## config.mk

```make
export PLATFORM = sky130hd
export DESIGN_NAME = rr_rsp_demux
export DESIGN_NICKNAME = d
export VERILOG_FILES = /design/src/rtl/rr_rsp_demux_pkg.sv /design/src/rtl/rr_rsp_idx_fifo.sv /design/src/rtl/rr_rsp_demux.sv
export SDC_FILE = /design/constraint.sdc
export NUM_CORES = 1
export LEC_CHECK = 0
export CORE_ASPECT_RATIO = 0.6
export CORE_MARGIN = 4
export CORE_UTILIZATION = 41
export CTS_BUF_LIST = sky130_fd_sc_hd__clkbuf_8
export DETAILED_ROUTE_END_ITERATION = 6
export GPL_TIMING_DRIVEN = 0
export HOLD_SLACK_MARGIN = 0.06
export PLACE_DENSITY = 0.94
export SYNTH_ARGS = -nofsm -noshare
export SYNTH_HDL_FRONTEND = slang
export SYNTH_SLANG_ARGS = --single-unit
```

## constraint.sdc

```tcl
create_clock -name clk_i -period 10.6 [get_ports clk_i]
set_input_delay 1.59 -clock clk_i [delete_from_list [all_inputs] [get_ports clk_i]]
set_output_delay 1.59 -clock clk_i [all_outputs]
set_load 0.005 [all_outputs]
```

## src/rtl/rr_rsp_demux_pkg.sv

```systemverilog
// Shared helpers for the round-robin response demultiplexer.
//   wrap_inc : pointer increment that wraps to 0 after depth-1, so that
//              ordering FIFOs of any depth, including non-power-of-2, work.
package rr_rsp_demux_pkg;

  function automatic int unsigned wrap_inc(input int unsigned ptr,
                                           input int unsigned depth);
    return ((ptr + 1) >= depth) ? 0 : ptr + 1;
  endfunction

endpackage

```

## src/rtl/rr_rsp_idx_fifo.sv

```systemverilog
// Ordering FIFO holding the granted port index of each outstanding request.
//   clk_i, rst_ni : clock, async active-low reset
//   flush_i       : synchronous clear; overrides push/pop in the same cycle
//   push_i/data_i : write an index (ignored while full)
//   pop_i         : retire the head entry (ignored while empty)
//   data_o        : head entry
//   full_o        : Depth entries outstanding
//   empty_o       : no entries outstanding
// When StoreData is 0 only the occupancy counter is kept and data_o is '0.
module rr_rsp_idx_fifo
  import rr_rsp_demux_pkg::*;
#(
  parameter int unsigned Depth     = 4,
  parameter int unsigned Width     = 1,
  parameter bit          StoreData = 1'b1
) (
  input  logic             clk_i,
  input  logic             rst_ni,
  input  logic             flush_i,
  input  logic             push_i,
  input  logic [Width-1:0] data_i,
  input  logic             pop_i,
  output logic [Width-1:0] data_o,
  output logic             full_o,
  output logic             empty_o
);

  localparam int unsigned PtrWidth = (Depth > 1) ? $clog2(Depth) : 1;
  localparam int unsigned CntWidth = $clog2(Depth + 1);

  typedef logic [PtrWidth-1:0] ptr_t;
  typedef logic [CntWidth-1:0] cnt_t;

  ptr_t rd_ptr, wr_ptr;
  cnt_t cnt;
  logic do_push, do_pop;

  assign full_o  = (cnt == cnt_t'(Depth));
  assign empty_o = (cnt == '0);
  assign do_push = push_i & ~full_o;
  assign do_pop  = pop_i & ~empty_o;

  always_ff @(posedge clk_i or negedge rst_ni) begin
    if (!rst_ni) begin
      rd_ptr <= '0;
      wr_ptr <= '0;
      cnt    <= '0;
    end else if (flush_i) begin
      rd_ptr <= '0;
      wr_ptr <= '0;
      cnt    <= '0;
    end else begin
      if (do_push) wr_ptr <= ptr_t'(wrap_inc(32'(wr_ptr), Depth));
      if (do_pop)  rd_ptr <= ptr_t'(wrap_inc(32'(rd_ptr), Depth));
      case ({do_push, do_pop})
        2'b10:   cnt <= cnt + cnt_t'(1);
        2'b01:   cnt <= cnt - cnt_t'(1);
        default: cnt <= cnt;
      endcase
    end
  end

  if (StoreData) begin : g_store
    logic [Width-1:0] mem [Depth];

    // Storage needs no reset: the head is only consumed while not empty.
    always_ff @(posedge clk_i) begin
      if (do_push && !flush_i) mem[wr_ptr] <= data_i;
    end

    assign data_o = mem[rd_ptr];
  end else begin : g_no_store
    assign data_o = '0;
  end

endmodule

```

## src/rtl/rr_rsp_demux.sv

```systemverilog
// Response return path for an N:1 round-robin request arbiter.
// Each accepted request logs its granted port index in an ordering FIFO;
// in-order responses from the shared slave are steered to the port at the
// FIFO head and the entry is retired on the response handshake.
//   clk_i, rst_ni   : clock, async active-low reset
//   flush_i         : drop all outstanding entries (sync)
//   push_valid_i    : request accepted downstream this cycle
//   push_idx_i      : arbiter index of that request
//   push_ready_o    : room for another outstanding request (gate arbiter gnt)
//   rsp_valid_i/rsp_ready_o/rsp_data_i : response from the slave
//   rsp_valid_o/rsp_ready_i/rsp_data_o : per-port responses (data broadcast)
//   rsp_idx_o       : port index at FIFO head ('0 when empty)
//   empty_o         : no outstanding transactions
module rr_rsp_demux
  import rr_rsp_demux_pkg::*;
#(
  parameter int unsigned NumOut    = 64,
  parameter int unsigned DataWidth = 32,
  parameter type         DataType  = logic [DataWidth-1:0],
  parameter int unsigned MaxTrans  = 4,
  parameter int unsigned IdxWidth  = (NumOut > 1) ? $clog2(NumOut) : 1,
  parameter type         idx_t     = logic [IdxWidth-1:0]
) (
  input  logic                clk_i,
  input  logic                rst_ni,
  input  logic                flush_i,
  input  logic                push_valid_i,
  input  logic [IdxWidth-1:0] push_idx_i,
  output logic                push_ready_o,
  input  logic                rsp_valid_i,
  output logic                rsp_ready_o,
  input  DataType             rsp_data_i,
  output logic [NumOut-1:0]   rsp_valid_o,
  input  logic [NumOut-1:0]   rsp_ready_i,
  output DataType             rsp_data_o,
  output logic [IdxWidth-1:0] rsp_idx_o,
  output logic                empty_o
);

  logic fifo_full, fifo_empty, pop;
  idx_t head;

  // push_ready_o reflects occupancy only; a same-cycle pop never frees a slot.
  assign push_ready_o = ~fifo_full;
  assign empty_o      = fifo_empty;
  assign pop          = rsp_valid_i & rsp_ready_o;

  rr_rsp_idx_fifo #(
    .Depth     (MaxTrans),
    .Width     (IdxWidth),
    .StoreData (NumOut > 1)
  ) i_idx_fifo (
    .clk_i   (clk_i),
    .rst_ni  (rst_ni),
    .flush_i (flush_i),
    .push_i  (push_valid_i),
    .data_i  (push_idx_i),
    .pop_i   (pop),
    .data_o  (head),
    .full_o  (fifo_full),
    .empty_o (fifo_empty)
  );

  always_comb begin
    rsp_valid_o = '0;
    rsp_ready_o = 1'b0;
    for (int unsigned i = 0; i < NumOut; i++) begin
      if (!fifo_empty && (head == idx_t'(i))) begin
        rsp_valid_o[i] = rsp_valid_i;
        rsp_ready_o    = rsp_ready_i[i];
      end
    end
  end

  assign rsp_data_o = rsp_data_i;
  assign rsp_idx_o  = fifo_empty ? '0 : head;

  // Protocol checks
  a_rsp_valid_held : assert property (@(posedge clk_i) disable iff (!rst_ni)
    (rsp_valid_i && !rsp_ready_o) |=> rsp_valid_i);
  a_rsp_data_stable : assert property (@(posedge clk_i) disable iff (!rst_ni)
    (rsp_valid_i && !rsp_ready_o) |=> $stable(rsp_data_i));
  a_push_when_ready : assert property (@(posedge clk_i) disable iff (!rst_ni)
    push_valid_i |-> push_ready_o);
  a_push_idx_range : assert property (@(posedge clk_i) disable iff (!rst_ni)
    push_valid_i |-> (32'(push_idx_i) < NumOut));
  a_valid_onehot0 : assert property (@(posedge clk_i) disable iff (!rst_ni)
    $onehot0(rsp_valid_o));
  a_no_rsp_empty : assert property (@(posedge clk_i) disable iff (!rst_ni)
    fifo_empty |-> (rsp_valid_o == '0));

endmodule

```

==> summary.log, run 1 <==
[outcome] status completed
[floorplan] Die Footprint 9620 µm²
[clocking] insertion delay of the later-clocked pin in the worst-skew pair 0.30 ns
[timing] maximum achievable frequency 172 MHz
[timing] final hold viol count 0
[synth] top post-synthesis cells by area sky130_fd_sc_hd__edfxtp_1 22%, sky130_fd_sc_hd__buf_4 7.5%, sky130_fd_sc_hd__nor2_1 6.0%, sky130_fd_sc_hd__nor3_1 5.7%, sky130_fd_sc_hd__mux4_2 5.4%
[detailed_routing] routed wire length per instance 19.8 µm
[synth] Yosys top cell area share 21.8%
[synth] cells after synthesis 403
[global_routing] GR Util All Layers 27.3%
[synth] Post-Synthesis Net Count 515
[place] count of buffers from port buffering 179
[critical_path] Worst R2R End i_idx_fifo.cnt[2]$_DFFE_PN0P_
[floorplan] Die Ht 77.6 µm
[clocking] buffer cell driving the clock tree root sky130_fd_sc_hd__clkbuf_8
[timing] post-layout minimum cycle time 5.81 ns
[synth] count of flip-flops with a built-in enable after synthesis 24
[timing] setup violators final 0
[timing] Clock Skew 0.00639 ns
[synth] post-synthesis sequential element count 31
[timing] Tightest Pin Transition 1.15 ns
[detailed_routing] number of antenna-violating nets in the routed design 0
[global_routing] global-route wire length before repair 20600 µm
[clocking] worst-case clock buffer depth 2
[floorplan] initial standard-cell utilization of the core 42.2%
[clocking] number of gates resized after cts 0
[critical_path] Worst setup EP type output pin
[synth] Async SR Flop Fraction 22.6%
[clocking] clock tree from TritonCTS done
[critical_path] number of cell instances on the worst register-to-register path 16
[cells_and_area] fraction of final layout cells with drive strength greater than 1 14.7%
[clocking] count of clock tree sinks 31
[cells_and_area] number of fill cells 617
[clocking] TritonCTS Buffers 5
[synth] number of unique standard cell types used by synthesis 63
[timing] relative slew slack 22.6%
[clocking] CTS H-tree lvls 2
[worst_hold_path] worst hold stages 2
[cells_and_area] synthesis-to-layout area growth 60.9%
[global_routing] number of global-route vias before repair 3859
[power] Power Dens Cells 130 nW/µm²
[place] Placer Congestion 0.947
[clocking] number of buffers inserted for hold repair after clock tree synthesis 0
[critical_path] Data required, critical path 9.01 ns
[detailed_routing] DRC violation total after the first TritonRoute iteration 523
[power] Cell Int Power 0.391 mW
[power] sequential power share 22.7%
[cells_and_area] Layout Nets 701
[synth] area of the mapped netlist 3310 µm²
[power] Comb power frac 63.6%
[synth] warning count from the yosys run 0
[timing] sum of negative setup slack 0 ns
[power] worst-case vdd ir drop 0.000119 V
[synth] largest area contributor in the netlist sky130_fd_sc_hd__edfxtp_1
[cells_and_area] number of inserted diodes 0
[clocking] clock transition at the registers of the reported paths 0.07 ns
[floorplan] num ports 212
[worst_hold_path] worst min-delay path startpoint i_idx_fifo.wr_ptr[1]$_DFFE_PN0P_
[detailed_routing] Vias 4076
[critical_path] worst setup path class in2out
[power] Final Total Pwr 0.694 mW
[timing] Max Slew Vio Count 0
[place] HPWL reported at the end of detailed placement 11200 µm
[floorplan] core outline area 7850 µm²
[timing] post-route clock period utilization 54.8%
[critical_path] largest fanout on the critical path 3
[worst_hold_path] end point of the worst hold path i_idx_fifo.wr_ptr[1]$_DFFE_PN0P_
[power] power spent charging and discharging nets 0.303 mW
[timing] unrepaired setup endpoints after global routing no
[global_routing] largest net degree at the start of global routing 12
[floorplan] overall die width 124 µm
[critical_path] kind of start point of the critical path input pin
[detailed_routing] Remaining DRCs 0
[critical_path] CP Data Arrival Time 4.22 ns
[detailed_routing] number of detailed-route iterations in the first pass 5
[critical_path] worst flop-to-flop path startpoint i_idx_fifo.rd_ptr[0]$_DFFE_PN0P_
[floorplan] number of standard-cell rows in the floorplan 25
[power] clock share of power 13.6%
[worst_hold_path] path class of the lowest-slack min-delay path reg2reg
[detailed_routing] total routed wirelength 13800 µm
[power] switch share 43.7%
[synth] Avg Synthesized Cell Area 8.21 µm²
[global_routing] initial antenna violation count 0
[power] Pleak 1.92 nW
[critical_path] flop2flop setup slack 6.00 ns
[global_routing] grt ovf 0
[synth] Top FF cell, synth sky130_fd_sc_hd__edfxtp_1
[detailed_routing] mean number of vias per cell 5.84
[flow_run] max capacitance violation total 0
[clocking] Setup Fix Bufs, Post-CTS 0
[synth] sequential area share after synthesis 27.1%
==> metrics by stage <==
step	worst slack (ns)	instances	area [µm²]	hold slack (ns)	utilization [%]
2_1_floorplan	6.10	403	3310	0.543	-
3_3_place_gp	4.89	690	5240	0.554	66.7
3_5_place_dp	4.87	690	5240	0.572	66.7
4_1_cts	4.82	698	5330	0.581	67.8
5_1_grt	4.70	698	5330	0.615	67.8
6_report	4.79	698	5330	0.581	67.8
==> Yosys cell counts, types with 5 or more instances <==
library cell               instances
sky130_fd_sc_hd__and2_1            9
sky130_fd_sc_hd__nor3_1           38
sky130_fd_sc_hd__a211oi_1          6
sky130_fd_sc_hd__mux2i_1          12
sky130_fd_sc_hd__nor2_1           53
sky130_fd_sc_hd__mux4_2            8
sky130_fd_sc_hd__nand3_1           8
sky130_fd_sc_hd__buf_4            33
sky130_fd_sc_hd__inv_1            12
sky130_fd_sc_hd__buf_6             5
sky130_fd_sc_hd__o21ai_0          12
sky130_fd_sc_hd__nand2_1          34
sky130_fd_sc_hd__dfrtp_1           7
sky130_fd_sc_hd__nand2b_1          7
sky130_fd_sc_hd__buf_2            13
sky130_fd_sc_hd__clkbuf_1         10
sky130_fd_sc_hd__nor2b_1           9
sky130_fd_sc_hd__edfxtp_1         24
sky130_fd_sc_hd__a21oi_1          13
sky130_fd_sc_hd__o22ai_1           6
==> power by group through the flow <==
stage / clock network, mW / registers (mW) / logic, mW
global placement: 0 / 0.158 / 0.419
global route: 0.100 / 0.159 / 0.470
detailed placement: 0 / 0.160 / 0.428
CTS: 0.0944 / 0.157 / 0.431
floorplan: 0 / 0.156 / 0.263
finish: 0.0947 / 0.158 / 0.442
==> cell families (layout without fill, tap and decap cells) <==
group,Yosys count,after routing,share of synthesized area (%)
DFF,31,31,27.1
buffers and inverters,74,261,13.8
and+or+nand+nor,196,196,30.1
muxes,25,25,10.9
AOI/OAI and AO/OA,69,69,14.9
adders and majority gates,5,5,2.12
xor gates and xnor gates,3,3,1.21
==> cells in the final DEF (no fill, tap or decap), types with 4 or more instances in the layout <==
cell,count
sky130_fd_sc_hd__buf_6,5
sky130_fd_sc_hd__nor2_1,53
sky130_fd_sc_hd__buf_2,13
sky130_fd_sc_hd__clkbuf_1,10
sky130_fd_sc_hd__nor3_1,38
sky130_fd_sc_hd__a21oi_1,13
sky130_fd_sc_hd__o22ai_1,6
sky130_fd_sc_hd__nor2_2,4
sky130_fd_sc_hd__or3_1,4
sky130_fd_sc_hd__nor2b_1,9
sky130_fd_sc_hd__mux2i_1,12
sky130_fd_sc_hd__nand2_1,34
sky130_fd_sc_hd__a211oi_1,6
sky130_fd_sc_hd__o21ai_0,12
sky130_fd_sc_hd__mux2_2,4
sky130_fd_sc_hd__nor3b_1,4
sky130_fd_sc_hd__clkbuf_8,5
sky130_fd_sc_hd__and2_1,9
sky130_fd_sc_hd__dfrtp_1,7
sky130_fd_sc_hd__ha_1,4
sky130_fd_sc_hd__clkdlybuf4s50_1,179
sky130_fd_sc_hd__nand3_1,8
sky130_fd_sc_hd__buf_4,33
sky130_fd_sc_hd__nand3b_1,4
sky130_fd_sc_hd__mux4_2,8
sky130_fd_sc_hd__inv_1,12
sky130_fd_sc_hd__nand4_1,4
sky130_fd_sc_hd__edfxtp_1,24
sky130_fd_sc_hd__nand2b_1,7
==> flip-flops by register name (all words and copies together) (netlist names) <==
register,count
i_idx_fifo.cnt,3
i_idx_fifo.g_store.mem,24
i_idx_fifo.rd_ptr,2
i_idx_fifo.wr_ptr,2
==> layer usage <==
metal,track usage (%),wire length [µm]
met3,6.85,1880
met4,6.01,223
met5,0,0
met2,43.4,6360
met1,37.5,5380
==> layout make-up <==
| type | instances | area [µm²] | area share [%] |
|---|---|---|---|
| sequential | 31 | 896 | 16.8 |
| inverter | 12 | 45.0 | 0.846 |
| timing repair buffer | 179 | 1790 | 33.6 |
| buffer | 62 | 410 | 7.71 |
| clock buffer | 5 | 68.8 | 1.29 |
| clock inverter | 3 | 20.0 | 0.376 |
| multi-input combinational | 298 | 1960 | 36.8 |
| tap | 108 | 135 | 2.54 |
==> worst max path at each step <==
stage / from / endpoint / slack, ns / depth (start not counted)
detailed placement: rsp_ready_i[12] / rsp_ready_o / 4.87 / 9
global route: rsp_ready_i[12] / rsp_ready_o / 4.70 / 9
CTS: rsp_ready_i[12] / rsp_ready_o / 4.82 / 9
finish: rsp_ready_i[12] / rsp_ready_o / 4.79 / 9
floorplan: rsp_ready_i[12] / rsp_ready_o / 6.10 / 7
global placement: rsp_ready_i[12] / rsp_ready_o / 4.89 / 9
==> critical path: stages <==
cell                              delay (ns)
sky130_fd_sc_hd__clkdlybuf4s50_1        0.51
sky130_fd_sc_hd__nor2b_1                0.15
sky130_fd_sc_hd__o22ai_1                0.09
sky130_fd_sc_hd__a21o_1                 0.20
sky130_fd_sc_hd__a221oi_1               0.28
sky130_fd_sc_hd__a221oi_2               0.14
sky130_fd_sc_hd__nor4_2                 0.51
sky130_fd_sc_hd__or2_2                  0.24
sky130_fd_sc_hd__clkdlybuf4s50_1        0.51
No activity file was read; power rests on OpenSTA's default activity.
==> run 2: changes to the inputs <==
--- a/config.mk
+++ b/config.mk
@@ -7,12 +7,12 @@
 export LEC_CHECK = 0
 export CORE_ASPECT_RATIO = 0.6
 export CORE_MARGIN = 4
-export CORE_UTILIZATION = 41
+export CORE_UTILIZATION = 34
 export CTS_BUF_LIST = sky130_fd_sc_hd__clkbuf_8
 export DETAILED_ROUTE_END_ITERATION = 6
 export GPL_TIMING_DRIVEN = 0
 export HOLD_SLACK_MARGIN = 0.06
-export PLACE_DENSITY = 0.94
+export PLACE_DENSITY = 0.84
 export SYNTH_ARGS = -nofsm -noshare
 export SYNTH_HDL_FRONTEND = slang
 export SYNTH_SLANG_ARGS = --single-unit
==> constraint.sdc (replaced) <==
create_clock -name clk_i -period 5.02 [get_ports clk_i]
set_input_delay 0.753 -clock clk_i [delete_from_list [all_inputs] [get_ports clk_i]]
set_output_delay 0.753 -clock clk_i [all_outputs]
set_load 0.005 [all_outputs]
==> run 2 against run 1 <==
Count of clock-buffer cells in the layout unchanged. Worst setup slack got worse by 4.7 ns. Via count decreased by 1.5%. Register-to-register slack got worse by 5.6 ns. Critical path depth increased by 2. Worst hold slack improved by 0.0091 ns. Die area increased by 19%. Largest power group unchanged.
==> summary.log, run 2 (same netlist as run 1, synthesis figures left out) <==
[timing] relative slew slack 29.8%
[floorplan] num ports 212
[timing] Max Slew Vio Count 0
[cells_and_area] largest registers i_idx_fifo.g_store.mem (24), i_idx_fifo.cnt (3)
[cells_and_area] synthesis-to-layout area growth 61.5%
[timing] sum of negative setup slack 0 ns
[floorplan] core outline area 9320 µm²
[floorplan] overall die width 135 µm
[clocking] number of gates resized after cts 0
[cells_and_area] commonest non-fill, non-tap cell in the layout sky130_fd_sc_hd__clkdlybuf4s50_1
[critical_path] worst setup path class reg2out
[power] Final Total Pwr 1.47 mW
[flow_run] max capacitance violation total 0
[power] Power Dens Cells 275 nW/µm²
[timing] setup violators final 0
[clocking] count of clock tree sinks 31
[place] HPWL reported at the end of detailed placement 11900 µm
[critical_path] number of buffer and inverter instances along the worst setup path 3
[floorplan] Die Ht 84.4 µm
[global_routing] met2 track demand over resource in global routing 35.2%
[clocking] TritonCTS Buffers 5
[global_routing] met1 track demand over resource in global routing 35.2%
[critical_path] CP Data Arrival Time 4.13 ns
[critical_path] chain of cells forming the critical path buf_6, mux4_2, nand2b_1, clkbuf_1, nor4_1, a32o_1, a21o_1, a221oi_2, nor4_2, or2_2, clkdlybuf4s50_1
[timing] post-layout minimum cycle time 4.88 ns
[critical_path] Worst setup EP type output pin
[clocking] number of buffers inserted for hold repair after clock tree synthesis 0
[clocking] Setup Fix Bufs, Post-CTS 0
[critical_path] largest fanout on the critical path 10
[power] worst-case vdd ir drop 0.000183 V
[detailed_routing] Vias 4013
[clocking] worst-case clock buffer depth 2
[global_routing] global-route wire length before repair 22300 µm
[clocking] CTS H-tree lvls 2
[timing] Clock Skew 0.00503 ns
[place] count of buffers from port buffering 179
[cells_and_area] register bank with the most flops i_idx_fifo.g_store.mem
[cells_and_area] leading cell types in the layout, fill and taps excluded 179 x sky130_fd_sc_hd__clkdlybuf4s50_1, 53 x sky130_fd_sc_hd__nor2_1, 38 x sky130_fd_sc_hd__nor3_1
[global_routing] grt ovf 0
[global_routing] gr busiest metal met1
[critical_path] slowest CP cell sky130_fd_sc_hd__mux4_2
[place] Placer Congestion 0.955
[global_routing] GR Util All Layers 24.7%
[floorplan] initial standard-cell utilization of the core 35.5%
[worst_hold_path] path class of the lowest-slack min-delay path reg2reg
[timing] maximum achievable frequency 205 MHz
[detailed_routing] mean number of vias per cell 5.57
[floorplan] Die Footprint 11400 µm²
[timing] post-route clock period utilization 97.3%
[timing] unrepaired setup endpoints after global routing no
[detailed_routing] routed wire length per instance 20.3 µm
[timing] final hold viol count 0
[detailed_routing] total routed wirelength 14600 µm
[global_routing] met3 track demand over resource 10.1%
[clocking] clock transition at the registers of the reported paths 0.06 ns
[floorplan] number of standard-cell rows in the floorplan 27
[detailed_routing] number of antenna-violating nets in the routed design 0
[detailed_routing] Remaining DRCs 0
[cells_and_area] number of inserted diodes 0
[outcome] status completed
[critical_path] critical path's top delay family simple AND/OR/NAND/NOR gates
[clocking] clock tree from TritonCTS done
[timing] smallest hold slack 0.591 ns
[global_routing] initial antenna violation count 0
[clocking] insertion delay of the later-clocked pin in the worst-skew pair 0.28 ns
[critical_path] maximum single-stage delay on the critical path 0.59 ns
[clocking] buffer cell driving the clock tree root sky130_fd_sc_hd__clkbuf_8
[global_routing] largest net degree at the start of global routing 11
[detailed_routing] DRC violation total after the first TritonRoute iteration 565
[critical_path] kind of start point of the critical path flop
[timing] Tightest Pin Transition 1.05 ns
[critical_path] Data required, critical path 4.27 ns
[cells_and_area] fraction of final layout cells with drive strength greater than 1 14.2%
[detailed_routing] number of detailed-route iterations in the first pass 5
[cells_and_area] Layout Nets 701
[cells_and_area] max FFs per register 24
[global_routing] number of global-route vias before repair 3921
[power] Pleak 1.92 nW
## run 2: cell count changes in the layout (fill, tap and decap cells not counted)
cell	before	now
sky130_fd_sc_hd__inv_1	12	13
sky130_fd_sc_hd__clkinvlp_4	2	0
sky130_fd_sc_hd__clkinv_2	1	0
sky130_fd_sc_hd__clkinv_1	0	2
## run 2: power by group
group	switching [mW]	leakage, nW	internal (mW)
logic	0.530	1.57	0.423
clock network	0.0898	0.0444	0.0923
registers	0.0273	0.312	0.305
total	0.647	1.92	0.821
## run 2: tightest hold or removal path: cells and delay by family (launching register included)
kind               cells  cell delay (ns)
AOI/OAI and AO/OA      1             0.06
DFF                    1             0.41
and+or+nand+nor        1             0.07
## run 2: per-layer routing
| metal | up-vias | part of all wire [%] | routed length (µm) |
|---|---|---|---|
| li1 | 1799 | - | - |
| met1 | 1881 | 42 | 6080 |
| met2 | 305 | 42 | 6150 |
| met3 | 28 | 15 | 2160 |
| met4 | 0 | 1.7 | 248 |
| met5 | - | 0 | 0 |
## run 2: worst paths after layout
path	from	to	slack [ns]	cells after the start
setup reg to reg	i_idx_fifo.rd_ptr[0]$_DFFE_PN0P_	i_idx_fifo.cnt[2]$_DFFE_PN0P_	0.40	16
min in group asynchronous	rst_ni	i_idx_fifo.cnt[0]$_DFFE_PN0P_	0.75	1
hold / removal	i_idx_fifo.wr_ptr[1]$_DFFE_PN0P_	i_idx_fifo.wr_ptr[1]$_DFFE_PN0P_	0.59	2
setup / recovery	i_idx_fifo.rd_ptr[0]$_DFFE_PN0P_	rsp_ready_o	0.14	11
max in group asynchronous	rst_ni	i_idx_fifo.wr_ptr[0]$_DFFE_PN0P_	4.00	1
hold reg to reg	i_idx_fifo.wr_ptr[1]$_DFFE_PN0P_	i_idx_fifo.wr_ptr[1]$_DFFE_PN0P_	0.59	2
## run 2: per-stage QoR
stage               cells  worst slack, ns  utilization (%)  instance area [µm²]
finish                720            0.136             57.3                 5340
floorplan             403             1.13                -                 3310
detailed placement    712            0.559             56.5                 5260
global placement      712            0.574             56.5                 5260
CTS                   720            0.255             57.3                 5340
global route          720          0.00775             57.3                 5340
## run 2: area by class of cell
type	count	area, µm²
Buffer	62	410
Clock buffer	5	68.8
Clock inverter	3	11.3
Fill cell	825	3980
Inverter	12	45.0
Multi-Input combinational cell	298	1960
Sequential cell	31	896
Tap cell	130	163
Timing Repair Buffer	179	1790
